<file path="config.mk">
export PLATFORM = sky130hd
export DESIGN_NAME = npu_dma_arbiter
export DESIGN_NICKNAME = d
export VERILOG_FILES = /design/src/rtl/npu_dma_arb_pkg.sv /design/src/rtl/npu_rr_arb.sv /design/src/rtl/npu_dma_arbiter.sv
export SDC_FILE = /design/constraint.sdc
export NUM_CORES = 1
export LEC_CHECK = 0
export CORE_AREA = 10 10 185 187
export DETAILED_ROUTE_END_ITERATION = 8
export DIE_AREA = 0 0 195 197
export PLACE_DENSITY = 0.72
export SLEW_MARGIN = 10
export SYNTH_ARGS = -nofsm -noshare
export SYNTH_HDL_FRONTEND = slang
export SYNTH_HIERARCHICAL = 1
export SYNTH_SLANG_ARGS = --single-unit
</file>
<file path="constraint.sdc">
create_clock -name clk -period 4.42 [get_ports clk]
set_input_delay 0.663 -clock clk [delete_from_list [all_inputs] [get_ports clk]]
set_output_delay 0.663 -clock clk [all_outputs]
set_load 0.01 [all_outputs]
</file>
<file path="src/rtl/npu_dma_arb_pkg.sv">
// Shared types and widths for the NPU shell DMA arbiter.
package npu_dma_arb_pkg;

  localparam int unsigned DMA_ADDR_W = 64;
  localparam int unsigned DMA_LEN_W  = 32;

  typedef enum logic [1:0] {
    IDLE  = 2'd0,
    ISSUE = 2'd1,
    WAIT  = 2'd2,
    ZDONE = 2'd3
  } arb_state_e;

  typedef struct packed {
    logic [DMA_ADDR_W-1:0] src;
    logic [DMA_ADDR_W-1:0] dst;
    logic [DMA_LEN_W-1:0]  bytes;
  } dma_req_t;

endpackage

</file>
<file path="src/rtl/npu_rr_arb.sv">
// Combinational round-robin pick: first asserted valid scanning upward from ptr with wrap.
module npu_rr_arb #(
  parameter int unsigned NUM_REQ = 2,
  parameter int unsigned ID_W    = $clog2(NUM_REQ)
) (
  input  logic [NUM_REQ-1:0] valid,
  input  logic [ID_W-1:0]    ptr,
  output logic [NUM_REQ-1:0] grant_c,
  output logic [ID_W-1:0]    idx_c,
  output logic               any_c
);

  logic [ID_W-1:0] cand;

  always_comb begin
    grant_c = '0;
    idx_c   = '0;
    any_c   = 1'b0;
    cand    = '0;
    for (int unsigned i = 0; i < NUM_REQ; i++) begin
      cand = ID_W'((32'(ptr) + i) % NUM_REQ);
      if (!any_c && valid[cand]) begin
        any_c         = 1'b1;
        grant_c[cand] = 1'b1;
        idx_c         = cand;
      end
    end
  end

endmodule

</file>
<file path="src/rtl/npu_dma_arbiter.sv">
// Round-robin sharing of the single shell DMA channel, one transfer in flight.
// Optional watchdog built when NPU_DMA_ARB_TIMEOUT_EN is defined.
module npu_dma_arbiter
  import npu_dma_arb_pkg::*;
#(
  parameter int unsigned NUM_REQ        = 2,
  parameter int unsigned ID_W           = $clog2(NUM_REQ),
  parameter int unsigned TIMEOUT_CYCLES = 4096
) (
  input  logic                          clk,
  input  logic                          rst,
  input  logic [NUM_REQ-1:0]            req_valid,
  input  logic [NUM_REQ*DMA_ADDR_W-1:0] req_src,
  input  logic [NUM_REQ*DMA_ADDR_W-1:0] req_dst,
  input  logic [NUM_REQ*DMA_LEN_W-1:0]  req_bytes,
  output logic [NUM_REQ-1:0]            req_ready,
  output logic [NUM_REQ-1:0]            resp_done,
  output logic                          dma_req_valid,
  output logic [DMA_ADDR_W-1:0]         dma_req_src,
  output logic [DMA_ADDR_W-1:0]         dma_req_dst,
  output logic [DMA_LEN_W-1:0]          dma_req_bytes,
  input  logic                          dma_req_ready,
  input  logic                          dma_resp_done,
  output logic                          busy,
  output logic [ID_W-1:0]               grant_id,
  output logic                          timeout_err,
  input  logic                          err_clr
);

  arb_state_e       state_q, state_d;
  logic [ID_W-1:0]  rr_q, rr_d;
  logic [ID_W-1:0]  grant_q, grant_d;
  dma_req_t         lat_q, lat_d;
  logic [NUM_REQ-1:0] done_q, done_d;

  dma_req_t           req_a [NUM_REQ];
  logic [NUM_REQ-1:0] arb_grant;
  logic [ID_W-1:0]    arb_idx;
  logic               arb_any;
  logic [ID_W-1:0]    next_ptr;

  for (genvar g = 0; g < NUM_REQ; g++) begin : g_unpack
    assign req_a[g].src   = req_src[g*DMA_ADDR_W +: DMA_ADDR_W];
    assign req_a[g].dst   = req_dst[g*DMA_ADDR_W +: DMA_ADDR_W];
    assign req_a[g].bytes = req_bytes[g*DMA_LEN_W +: DMA_LEN_W];
  end

  npu_rr_arb #(
    .NUM_REQ (NUM_REQ),
    .ID_W    (ID_W)
  ) u_rr_arb (
    .valid   (req_valid),
    .ptr     (rr_q),
    .grant_c (arb_grant),
    .idx_c   (arb_idx),
    .any_c   (arb_any)
  );

  // Owner after the current one gets first pick next time.
  assign next_ptr = (grant_q == ID_W'(NUM_REQ - 1)) ? '0 : ID_W'(grant_q + 1'b1);

  always_comb begin
    state_d   = state_q;
    rr_d      = rr_q;
    grant_d   = grant_q;
    lat_d     = lat_q;
    done_d    = '0;
    req_ready = '0;
    unique case (state_q)
      IDLE: begin
        if (arb_any) begin
          req_ready = arb_grant;
          grant_d   = arb_idx;
          lat_d     = req_a[arb_idx];
          state_d   = (req_a[arb_idx].bytes == '0) ? ZDONE : ISSUE;
        end
      end
      ISSUE: begin
        if (dma_req_ready) begin
          if (dma_resp_done) begin
            done_d[grant_q] = 1'b1;
            rr_d            = next_ptr;
            state_d         = IDLE;
          end else begin
            state_d = WAIT;
          end
        end
      end
      WAIT: begin
        if (dma_resp_done) begin
          done_d[grant_q] = 1'b1;
          rr_d            = next_ptr;
          state_d         = IDLE;
        end
      end
      ZDONE: begin
        done_d[grant_q] = 1'b1;
        rr_d            = next_ptr;
        state_d         = IDLE;
      end
      default: state_d = IDLE;
    endcase
  end

  always_ff @(posedge clk) begin
    if (rst) begin
      state_q <= IDLE;
      rr_q    <= '0;
      grant_q <= '0;
      lat_q   <= '0;
      done_q  <= '0;
    end else begin
      state_q <= state_d;
      rr_q    <= rr_d;
      grant_q <= grant_d;
      lat_q   <= lat_d;
      done_q  <= done_d;
    end
  end

  assign dma_req_valid = (state_q == ISSUE);
  assign dma_req_src   = lat_q.src;
  assign dma_req_dst   = lat_q.dst;
  assign dma_req_bytes = lat_q.bytes;
  assign busy          = (state_q != IDLE);
  assign grant_id      = grant_q;
  assign resp_done     = done_q;

`ifdef NPU_DMA_ARB_TIMEOUT_EN
  logic [31:0] cnt_q, cnt_d;
  logic        err_q, err_d;

  // Watchdog: cleared on ISSUE entry, counts while a transfer is outstanding.
  always_comb begin
    cnt_d = cnt_q;
    err_d = err_q;
    if (state_q == IDLE && state_d == ISSUE) begin
      cnt_d = '0;
    end else if (state_q == ISSUE || state_q == WAIT) begin
      cnt_d = cnt_q + 32'd1;
      if (cnt_d == 32'(TIMEOUT_CYCLES)) err_d = 1'b1;
    end
    if (err_clr) err_d = 1'b0;
  end

  always_ff @(posedge clk) begin
    if (rst) begin
      cnt_q <= '0;
      err_q <= 1'b0;
    end else begin
      cnt_q <= cnt_d;
      err_q <= err_d;
    end
  end

  assign timeout_err = err_q;
`else
  logic unused_err_clr;
  assign unused_err_clr = err_clr ^ (TIMEOUT_CYCLES == 0);
  assign timeout_err    = 1'b0;
`endif

endmodule

</file>
==> out/metrics.cfg <==
[layout]
stdcell_count=1640
nFillCells=2877
layout.nets=1560
drive_above_1_share_pct=12.78
syn_to_final_growth_pct=69.24
diodes=0
seq_area_um2=3323
multiInputGateArea_um2=4305

[grt]
antenna_found_initial=0
grt_max_degree=82
grt_pass1_wl_um=47750
grt_pass1_vias=7786
grt_usage_pct=15.88
gr-total-overflow=0

[pwr]
p_per_area_nw_per_um2=338.0
leakage_uw=0.005021
ir_worst_vdd_mv=0.2406

[floorplan]
io_pins=495
die_area_um2=38420
die_y_um=197
rows=64
fp.dieW_um=195
coreArea_um2=30430
start_util_pct=26.80

[placed_design]
hpwl_um=26110
portBuffers=492
place_congestion=0.8020
place_inst=1610

[clock_network]
cts_htree_levels=4
cts_sinks=166
clockBufferDepth=2
clkTransAtPathRegs_ns=0.07
cts-root-buf=clkbuf_16
clk_latency_ns=0.42
post_cts_buffers=0
cts_tree=built
cts_resized=0
hold_buffers=0
cts_made_buffers=17

[synth]
netlist_top_cells_area=dfxtp_1 (41%), mux2i_1 (20%), a211oi_2 (17%)
synth_warnings=6
yosys.area.top_type=dfxtp_1
synth_edf_count=0
seq_area_frac_synth_pct=40.75
avgSynthCellArea_um2=10.43
yosys.cell_count.top_type=nor2_1
syn_inst=782
synth_async_sr_flop_share_pct=0
syn-num-nets=1109
synth-seq-cells=166
synth_top_area_share_pct=40.75
synth_ff_type=dfxtp_1
syn_area_um2=8155
synth.distinct_cells=31
yosys-top-cells-count=nor2_1 (167), dfxtp_1 (166), mux2i_1 (160), a211oi_2 (111), a211oi_1 (50)

[timing]
rsz0062_at_grt=false
setup_viol=0
worst_slew_pin_slew_ns=0.7440
min_period_over_period_pct=64.09
final-hold-violation-count=0
slew_viol_final=0
slew_headroom_pct=50.40
fin_crit_ns=2.833
fmax_mhz=353.0
fin_skew_ns=0.01196
setup_tns_ns=0

[setup_path]
startpoint=req_valid[0]
critPathKind=in2out
end_kind=output pin
critical_path.max_fanout=5
cp_top_family=buffers and inverters
critPathSlowestCell=clkdlybuf4s50_1
critical_path_buf_inv_count=2
crit_required_ns=3.76
start_kind=primary input
cp.arrival_ns=2.17
critPathMostFrequentCell=clkdlybuf4s50_1
r2r_start=state_q[1]
max_stage_delay_ns=0.56
cp_cell_sequence=clkdlybuf4s50_1, or2_1, and3_1, clkdlybuf4s50_1

[detailed_routing]
ant_nets=0
drt_iter0_markers=278
routed_wl_um=32380
via_per_inst=4.566
drcViolationCount=0
num_vias=7488
post_drt_wl_per_cell_um=19.74
firstDrtPassIters=4

[flow_run]
drv_cap=0

[worst_hold_path]
holdCritStartpoint=grant_id
min_path_type=reg2reg

[run_status]
status=complete, no violations

==> registers in the layout (all words and copies together) (netlist names) <==
| register | count |
|---|---|
| dma_req_dst | 64 |
| rr_q | 1 |
| state_q | 2 |
| dma_req_bytes | 32 |
| grant_id | 1 |
| resp_done | 2 |
| dma_req_src | 64 |
==> report_power, final <==
| group | internal (µW) | switching [µW] |
|---|---|---|
| Combinational | 788 | 634 |
| Clock | 846 | 639 |
| Sequential | 1670 | 90.4 |
==> cell type report <==
class | instances | share of cell area [%]
Multi-Input combinational cell | 539 | 31.19
Clock inverter | 11 | 0.9247
Timing Repair Buffer | 506 | 36.92
Inverter | 3 | 0.08159
Clock buffer | 19 | 3.209
Tap cell | 396 | 3.590
Sequential cell | 166 | 24.08
==> stage by stage <==
| stage | total power [µW] | worst slack [ns] | utilization [%] | instance area (µm²) | hold slack (ns) |
|---|---|---|---|---|---|
| 6_report | 4665 | 1.587 | 45.36 | 13800 | 0.4880 |
| 5_1_grt | 4915 | 1.527 | 45.36 | 13800 | 0.5201 |
| 4_1_cts | 4749 | 1.573 | 45.36 | 13800 | 0.4983 |
| 3_5_place_dp | 3235 | 1.429 | 43.48 | 13230 | 0.4862 |
| 3_3_place_gp | 3210 | 1.508 | 43.48 | 13230 | 0.4830 |
| 2_1_floorplan | 2480 | 2.588 | - | 8155 | 0.4730 |
==> final timing paths <==
kind / to / slack [ns] / cells past startpoint
hold / removal: resp_done[0] / 0.49 / 1
hold reg to reg: resp_done[0] / 0.49 / 1
setup / recovery: req_ready[1] / 1.59 / 4
setup reg to reg: dma_req_src[2] / 2.29 / 5
==> worst register-to-register path: stages, from the launching register on <==
cell and delay [ns]:
dfxtp_1 0.38, nor2_4 0.19, and2_4 0.66, buf_12 0.42, nor2_1 0.16, a211oi_1 0.22
==> placed cells by master (no fill, tap or decap) <==
cell / n
nor4_1: 10
nor2_1: 167
clkbuf_8: 2
clkbuf_1: 1
and3_1: 3
o21ai_0: 2
conb_1: 1
inv_1: 3
a21oi_1: 5
nand2_1: 8
buf_12: 5
or3_1: 1
clkbuf_16: 17
or4_1: 1
and2_4: 1
nor2_4: 1
bufinv_16: 2
clkinv_4: 2
buf_4: 9
a21boi_0: 2
clkinvlp_4: 3
o22ai_1: 1
mux2_2: 1
nand4_1: 2
nand3_1: 3
a211oi_2: 111
a211oi_1: 50
nor4b_1: 1
clkdlybuf4s50_1: 491
mux2i_1: 160
a21boi_4: 1
or2_1: 1
inv_6: 2
clkinv_2: 2
dfxtp_1: 166
nor3_1: 5
a41o_1: 1
==> per-layer routing <==
| layer | up-vias | global-route usage [%] | share of wire, % |
|---|---|---|---|
| li1 | 3752 | - | - |
| met5 | - | 0 | 0 |
| met2 | 276 | 28.21 | 51 |
| met1 | 3438 | 17.53 | 41 |
| met4 | 0 | 3.874 | 1.3 |
| met3 | 22 | 5.957 | 7.5 |
==> cell families (layout without fill, tap and decap cells) <==
logic type / Yosys count / after routing / share of synthesized area, %
buf+inv: 77 / 539 / 6.597
simple gates: 204 / 204 / 10.29
mux: 161 / 161 / 19.78
other cells: 1 / 1 / 0.04598
flops: 166 / 166 / 40.75
compound gates: 173 / 173 / 22.54
Note: power is estimated with default switching activity, not from simulation.
